[src/rtl/cordic_pkg.sv]
// Shared CORDIC constants: degree-scaled atan table (deg*2^16), angle constants, gain and FSM state encoding.
package cordic_pkg;

  localparam int DEG90  = 5898240;
  localparam int DEG180 = 11796480;
  localparam int DEG360 = 23592960;
  localparam int K_GAIN = 39797;

  // atan(2^-i) in degrees * 2^16, rounded to nearest
  localparam logic signed [31:0] ATAN_TAB [0:15] = '{
    32'sd2949120, 32'sd1740967, 32'sd919879, 32'sd466945,
    32'sd234379,  32'sd117304,  32'sd58666,  32'sd29335,
    32'sd14668,   32'sd7334,    32'sd3667,   32'sd1833,
    32'sd917,     32'sd458,     32'sd229,    32'sd115
  };

  typedef enum logic [4:0] {
    IDLE  = 5'b00001,
    PRE   = 5'b00010,
    WORK  = 5'b00100,
    SCALE = 5'b01000,
    DONE  = 5'b10000
  } vec_state_t;

endpackage

[src/rtl/cordic_vec_stage.sv]
// One vectoring micro-rotation: drives y toward zero and accumulates the rotated angle in z.
// Purely combinational; the top reuses one instance once per iteration.
module cordic_vec_stage
  import cordic_pkg::*;
(
  input  logic signed [31:0] x,
  input  logic signed [31:0] y,
  input  logic signed [31:0] z,
  input  logic        [3:0]  cnt,
  output logic signed [31:0] x_next,
  output logic signed [31:0] y_next,
  output logic signed [31:0] z_next
);

  logic signed [31:0] x_sh;
  logic signed [31:0] y_sh;

  always_comb begin
    x_sh = x >>> cnt;
    y_sh = y >>> cnt;
    if (!y[31]) begin
      x_next = x + y_sh;
      y_next = y - x_sh;
      z_next = z + ATAN_TAB[cnt];
    end else begin
      x_next = x - y_sh;
      y_next = y + x_sh;
      z_next = z - ATAN_TAB[cnt];
    end
  end

endmodule

[src/rtl/cordic_vector.sv]
// Iterative vectoring CORDIC: (x,y) -> magnitude Q24.8 and phase deg*2^16 in [0,360).
// Accept to out_valid is ITER+3 clocks; in_ready only while idle, inputs ignored while busy.
module cordic_vector
  import cordic_pkg::*;
#(
  parameter int ITER   = 16,
  parameter int K_GAIN = cordic_pkg::K_GAIN
) (
  input  logic               clk,
  input  logic               rst_n,
  input  logic               in_valid,
  output logic               in_ready,
  input  logic signed [15:0] x_in,
  input  logic signed [15:0] y_in,
  output logic               out_valid,
  output logic        [31:0] mag_out,
  output logic        [31:0] phase_out
);

  vec_state_t         state;
  logic signed [31:0] x, y, z;
  logic signed [31:0] x_n, y_n, z_n;
  logic        [3:0]  cnt;
  logic               zero_flag;
  logic signed [47:0] x_ext, k_ext, prod;
  logic signed [31:0] phase_wrap;
  logic        [31:0] mag_scaled;

  cordic_vec_stage u_stage (
    .x      (x),
    .y      (y),
    .z      (z),
    .cnt    (cnt),
    .x_next (x_n),
    .y_next (y_n),
    .z_next (z_n)
  );

  always_comb begin
    x_ext      = {{16{x[31]}}, x};
    k_ext      = 48'(K_GAIN);
    prod       = x_ext * k_ext;
    mag_scaled = 32'(prod >>> 16);
    phase_wrap = z;
    if (z < 0)
      phase_wrap = z + DEG360;
    else if (z >= DEG360)
      phase_wrap = z - DEG360;
  end

  assign in_ready = (state == IDLE);

  always_ff @(posedge clk or negedge rst_n) begin
    if (!rst_n) begin
      state     <= IDLE;
      x         <= '0;
      y         <= '0;
      z         <= '0;
      cnt       <= '0;
      zero_flag <= 1'b0;
      mag_out   <= '0;
      phase_out <= '0;
      out_valid <= 1'b0;
    end else begin
      out_valid <= 1'b0;
      case (state)
        IDLE: begin
          if (in_valid) begin
            x     <= {{8{x_in[15]}}, x_in, 8'h00};
            y     <= {{8{y_in[15]}}, y_in, 8'h00};
            state <= PRE;
          end
        end
        PRE: begin
          // fold the left half-plane onto the right; the 180 deg offset restores it
          if (x[31]) begin
            x <= -x;
            y <= -y;
            z <= DEG180;
          end else begin
            z <= '0;
          end
          zero_flag <= (x == 0) && (y == 0);
          cnt       <= '0;
          state     <= WORK;
        end
        WORK: begin
          x   <= x_n;
          y   <= y_n;
          z   <= z_n;
          cnt <= cnt + 4'd1;
          if (cnt == 4'(ITER - 1))
            state <= SCALE;
        end
        SCALE: begin
          mag_out   <= zero_flag ? 32'd0 : mag_scaled;
          phase_out <= zero_flag ? 32'd0 : 32'(phase_wrap);
          state     <= DONE;
        end
        DONE: begin
          out_valid <= 1'b1;
          state     <= IDLE;
        end
        default: state <= IDLE;
      endcase
    end
  end

endmodule

[config.mk]
export PLATFORM = sky130hd
export DESIGN_NAME = cordic_vector
export DESIGN_NICKNAME = d
export VERILOG_FILES = /design/src/rtl/cordic_pkg.sv /design/src/rtl/cordic_vec_stage.sv /design/src/rtl/cordic_vector.sv
export SDC_FILE = /design/constraint.sdc
export NUM_CORES = 2
export LEC_CHECK = 0
export BUFFER_PORTS_ARGS = -buffer_cell sky130_fd_sc_hd__buf_4
export CAP_MARGIN = 10
export CORE_ASPECT_RATIO = 1.1
export CORE_MARGIN = 8
export CORE_UTILIZATION = 45
export DETAILED_ROUTE_END_ITERATION = 8
export PLACE_DENSITY = 0.68
export SYNTH_ARGS = -nofsm -noshare
export SYNTH_HDL_FRONTEND = slang
export SYNTH_SLANG_ARGS = --single-unit
export TNS_END_PERCENT = 5
[constraint.sdc]
create_clock -name clk -period 6.2 [get_ports clk]
set_input_delay 0.62 -clock clk [delete_from_list [all_inputs] [get_ports clk]]
set_output_delay 0.62 -clock clk [all_outputs]
set_load 0.02 [all_outputs]
==> metrics.yaml <==
htree_levels: 4
syn-num-nets: 4136
grt_max_degree: 95
antenna_found_initial: 2
synthArstFlopShare: 1.00
core-area_mm2: 0.0661
cts_tree: "built"
synth.avg_cell_area_um2: 8.55
chipHeight_um: 287
criticalPathCategory: "reg2reg"
grt_pass1_wl_um: 140000
rr_worst_depth: 25
grt_pass1_vias: 25796
syn_area_mm2: 0.0300
routabilityCongestion: 0.958
finClkSkew_ns: 0.0186
die_w_um: 262
fp-row-count: 99
postLayoutCoreUtil: 0.511
drive_gt1_frac: 0.150
synth_ff_type: "dfrtp_1"
hp-class: "in2async"
vias: 26362
start_util: 0.453
setup_viol: 0
max_cap_violations: 0
tightest_slew_ns: 1.11
startpoint: "x[17]"
pin_count: 101
synth_seq_area_share: 0.143
yosysWarnings: 0
portBuffers: 100
nFillCells: 6283
hold_viol: 0
relSlewSlack: 0.258
synthCells: 3504
drtIter0Drc: 2206
area_growth_pct: 12.8
drtPass1Iterations: 6
cp-end-kind: "flip-flop"
layout_commonest_cell: "inv_1"
ys_seq_elements: 171
finalCritPeriodShare: 0.981
clk_latency_ns: 0.51
synth_edf_count: 0
worstSetupEndpoint: "mag_out[29]"
multi_input_area_mm2: 0.0236
slew_viol_final: 0
drtAntennaViolNets: 0
status: "finished, final reports clean"
synth_cell_types: 91
critPathLaunchType: "flip-flop"
nets: 4317
r2r-end: "mag_out[29]"
clkTransAtPathRegs_ns: 0.09
wl_per_cell_um: 19.0
viasPerCell: 5.78
layout_common_cells: "inv_1, ha_1, buf_4"
routed_wl_um: 86600
cts_made_buffers: 17
rr_startpoint: "x[17]"
grt_usage: 0.232
cts_hold_buf: 0
clockBufferDepth: 2
cp_data_required_time_ns: 6.56
crit_path_max_fanout: 7
seq_area_mm2: 0.00431
max_freq_mhz: 164
reg2reg_setup_slack_ns: 0.12
dieArea_mm2: 0.0751
root_buffer: "clkbuf_16"
drcViolationCount: 0
min_period_ns: 6.08
grt_setup_unrepaired: "true"
hpwlAfterDp_um: 68300
arrival_ns: 6.45
grt_overflow: 0
clock-sinks: 171
worst max-delay path, cell delays in order (launching register included):
cell and delay [ns]:
dfrtp_1 0.41, buf_4 0.18, buf_4 0.16, ha_1 0.30, ha_1 0.29, inv_1 0.06
fa_1 0.49, inv_1 0.05, fa_1 0.51, fa_1 0.55, inv_1 0.06, fa_1 0.54
inv_1 0.07, ha_4 0.28, nor2_1 0.05, or3_4 0.33, a2111o_1 0.41, a31oi_1 0.18
buf_4 0.16, o31a_1 0.15, buf_6 0.13, a21oi_4 0.07, o21bai_1 0.19, buf_4 0.14
xnor2_1 0.09, o21ai_0 0.08
worst min path at each step:
stage	from	endpoint	slack, ns	depth (start not counted)
2_1_floorplan	rst_n	cnt[0]	0.32	0
3_3_place_gp	phase_out[25]	phase_out[25]	0.46	2
3_5_place_dp	phase_out[31]	phase_out[31]	0.47	1
4_1_cts	rst_n	mag_out[0]	0.21	1
5_1_grt	rst_n	mag_out[0]	0.27	1
6_report	rst_n	mag_out[0]	0.20	1
cells by family after synthesis:
kind of cell / Yosys count / synth area share
xor gates and xnor gates: 260 / 0.0760
AOI/OAI and AO/OA: 891 / 0.186
adders and majority gates: 597 / 0.303
and+or+nand+nor: 837 / 0.134
buffers and inverters: 601 / 0.0784
DFF: 171 / 0.143
muxes: 147 / 0.0803
synth_stat cells (all sizes together), types with 16 or more instances:
library cell  instances  area (um2)
a211oi               23         173
a21o                 65         488
a21oi               266        1340
a221oi               22         193
a31oi                47         294
and2                 16         100
and3                 31         194
buf                  50         282
clkbuf              124         465
dfrtp               170        4250
fa                  215        4300
ha                  382        4780
inv                 425        1600
mux2                 24         270
mux2i                52         521
mux4                 71        1610
nand2               289        1090
nand2b               45         282
nand3                56         280
nor2                202         766
nor2b                41         257
nor3                 50         250
o211ai               22         165
o21a                 30         225
o21ai               239        1200
o22ai                21         131
o31ai                17         128
or3                  28         185
xnor2               153        1340
xor2                107         937
layer usage:
layer | vias up | routed length (um) | GRT usage
li1 | 12555 | - | -
met1 | 12745 | 36400 | 0.304
met2 | 896 | 41700 | 0.385
met3 | 166 | 5500 | 0.0310
met4 | 0 | 3010 | 0.0880
met5 | - | 0 | 0
sequential cells by signal, summed over array words and instances, names as in the netlist:
name       flops
mag_out       32
phase_out     32
x             32
y             32
z             32
state          5
cnt            4
out_valid      1
zero_flag      1
what timing repair did:
action | in CTS | in global routing
buffers inserted | 1 | 7
pin swaps | 1 | 16
gates resized for setup | 15 | 48
endpoints found under the setup margin | 14 | 39
cell type report:
type                            count  share of cell area
Sequential cell                   171               0.127
Inverter                          427              0.0474
Clock inverter                     14             0.00522
Timing Repair Buffer              336              0.0766
Antenna cell                        1           0.0000740
Tap cell                          858              0.0318
Clock buffer                       18              0.0130
Multi-Input combinational cell   2732               0.699
per-stage QoR:
| step | setup TNS (ns) | instance area, um2 | hold WS (ns) | setup slack, ns | cells |
|---|---|---|---|---|---|
| after CTS | 0 | 33500 | 0.213 | 0.00430 | 4549 |
| after floorplan | -0.0230 | 30000 | 0.324 | -0.0230 | 3504 |
| final | 0 | 33800 | 0.201 | 0.116 | 4557 |
| after global placement | -0.534 | 32800 | 0.463 | -0.154 | 4515 |
| after detailed placement | -1.19 | 32800 | 0.467 | -0.218 | 4516 |
| after global routing | -0.484 | 33800 | 0.270 | -0.0926 | 4556 |
Power is left out: the tool's default activity adds up to more than one toggle a clock period on the data nets, which glitch-free logic cannot reach.
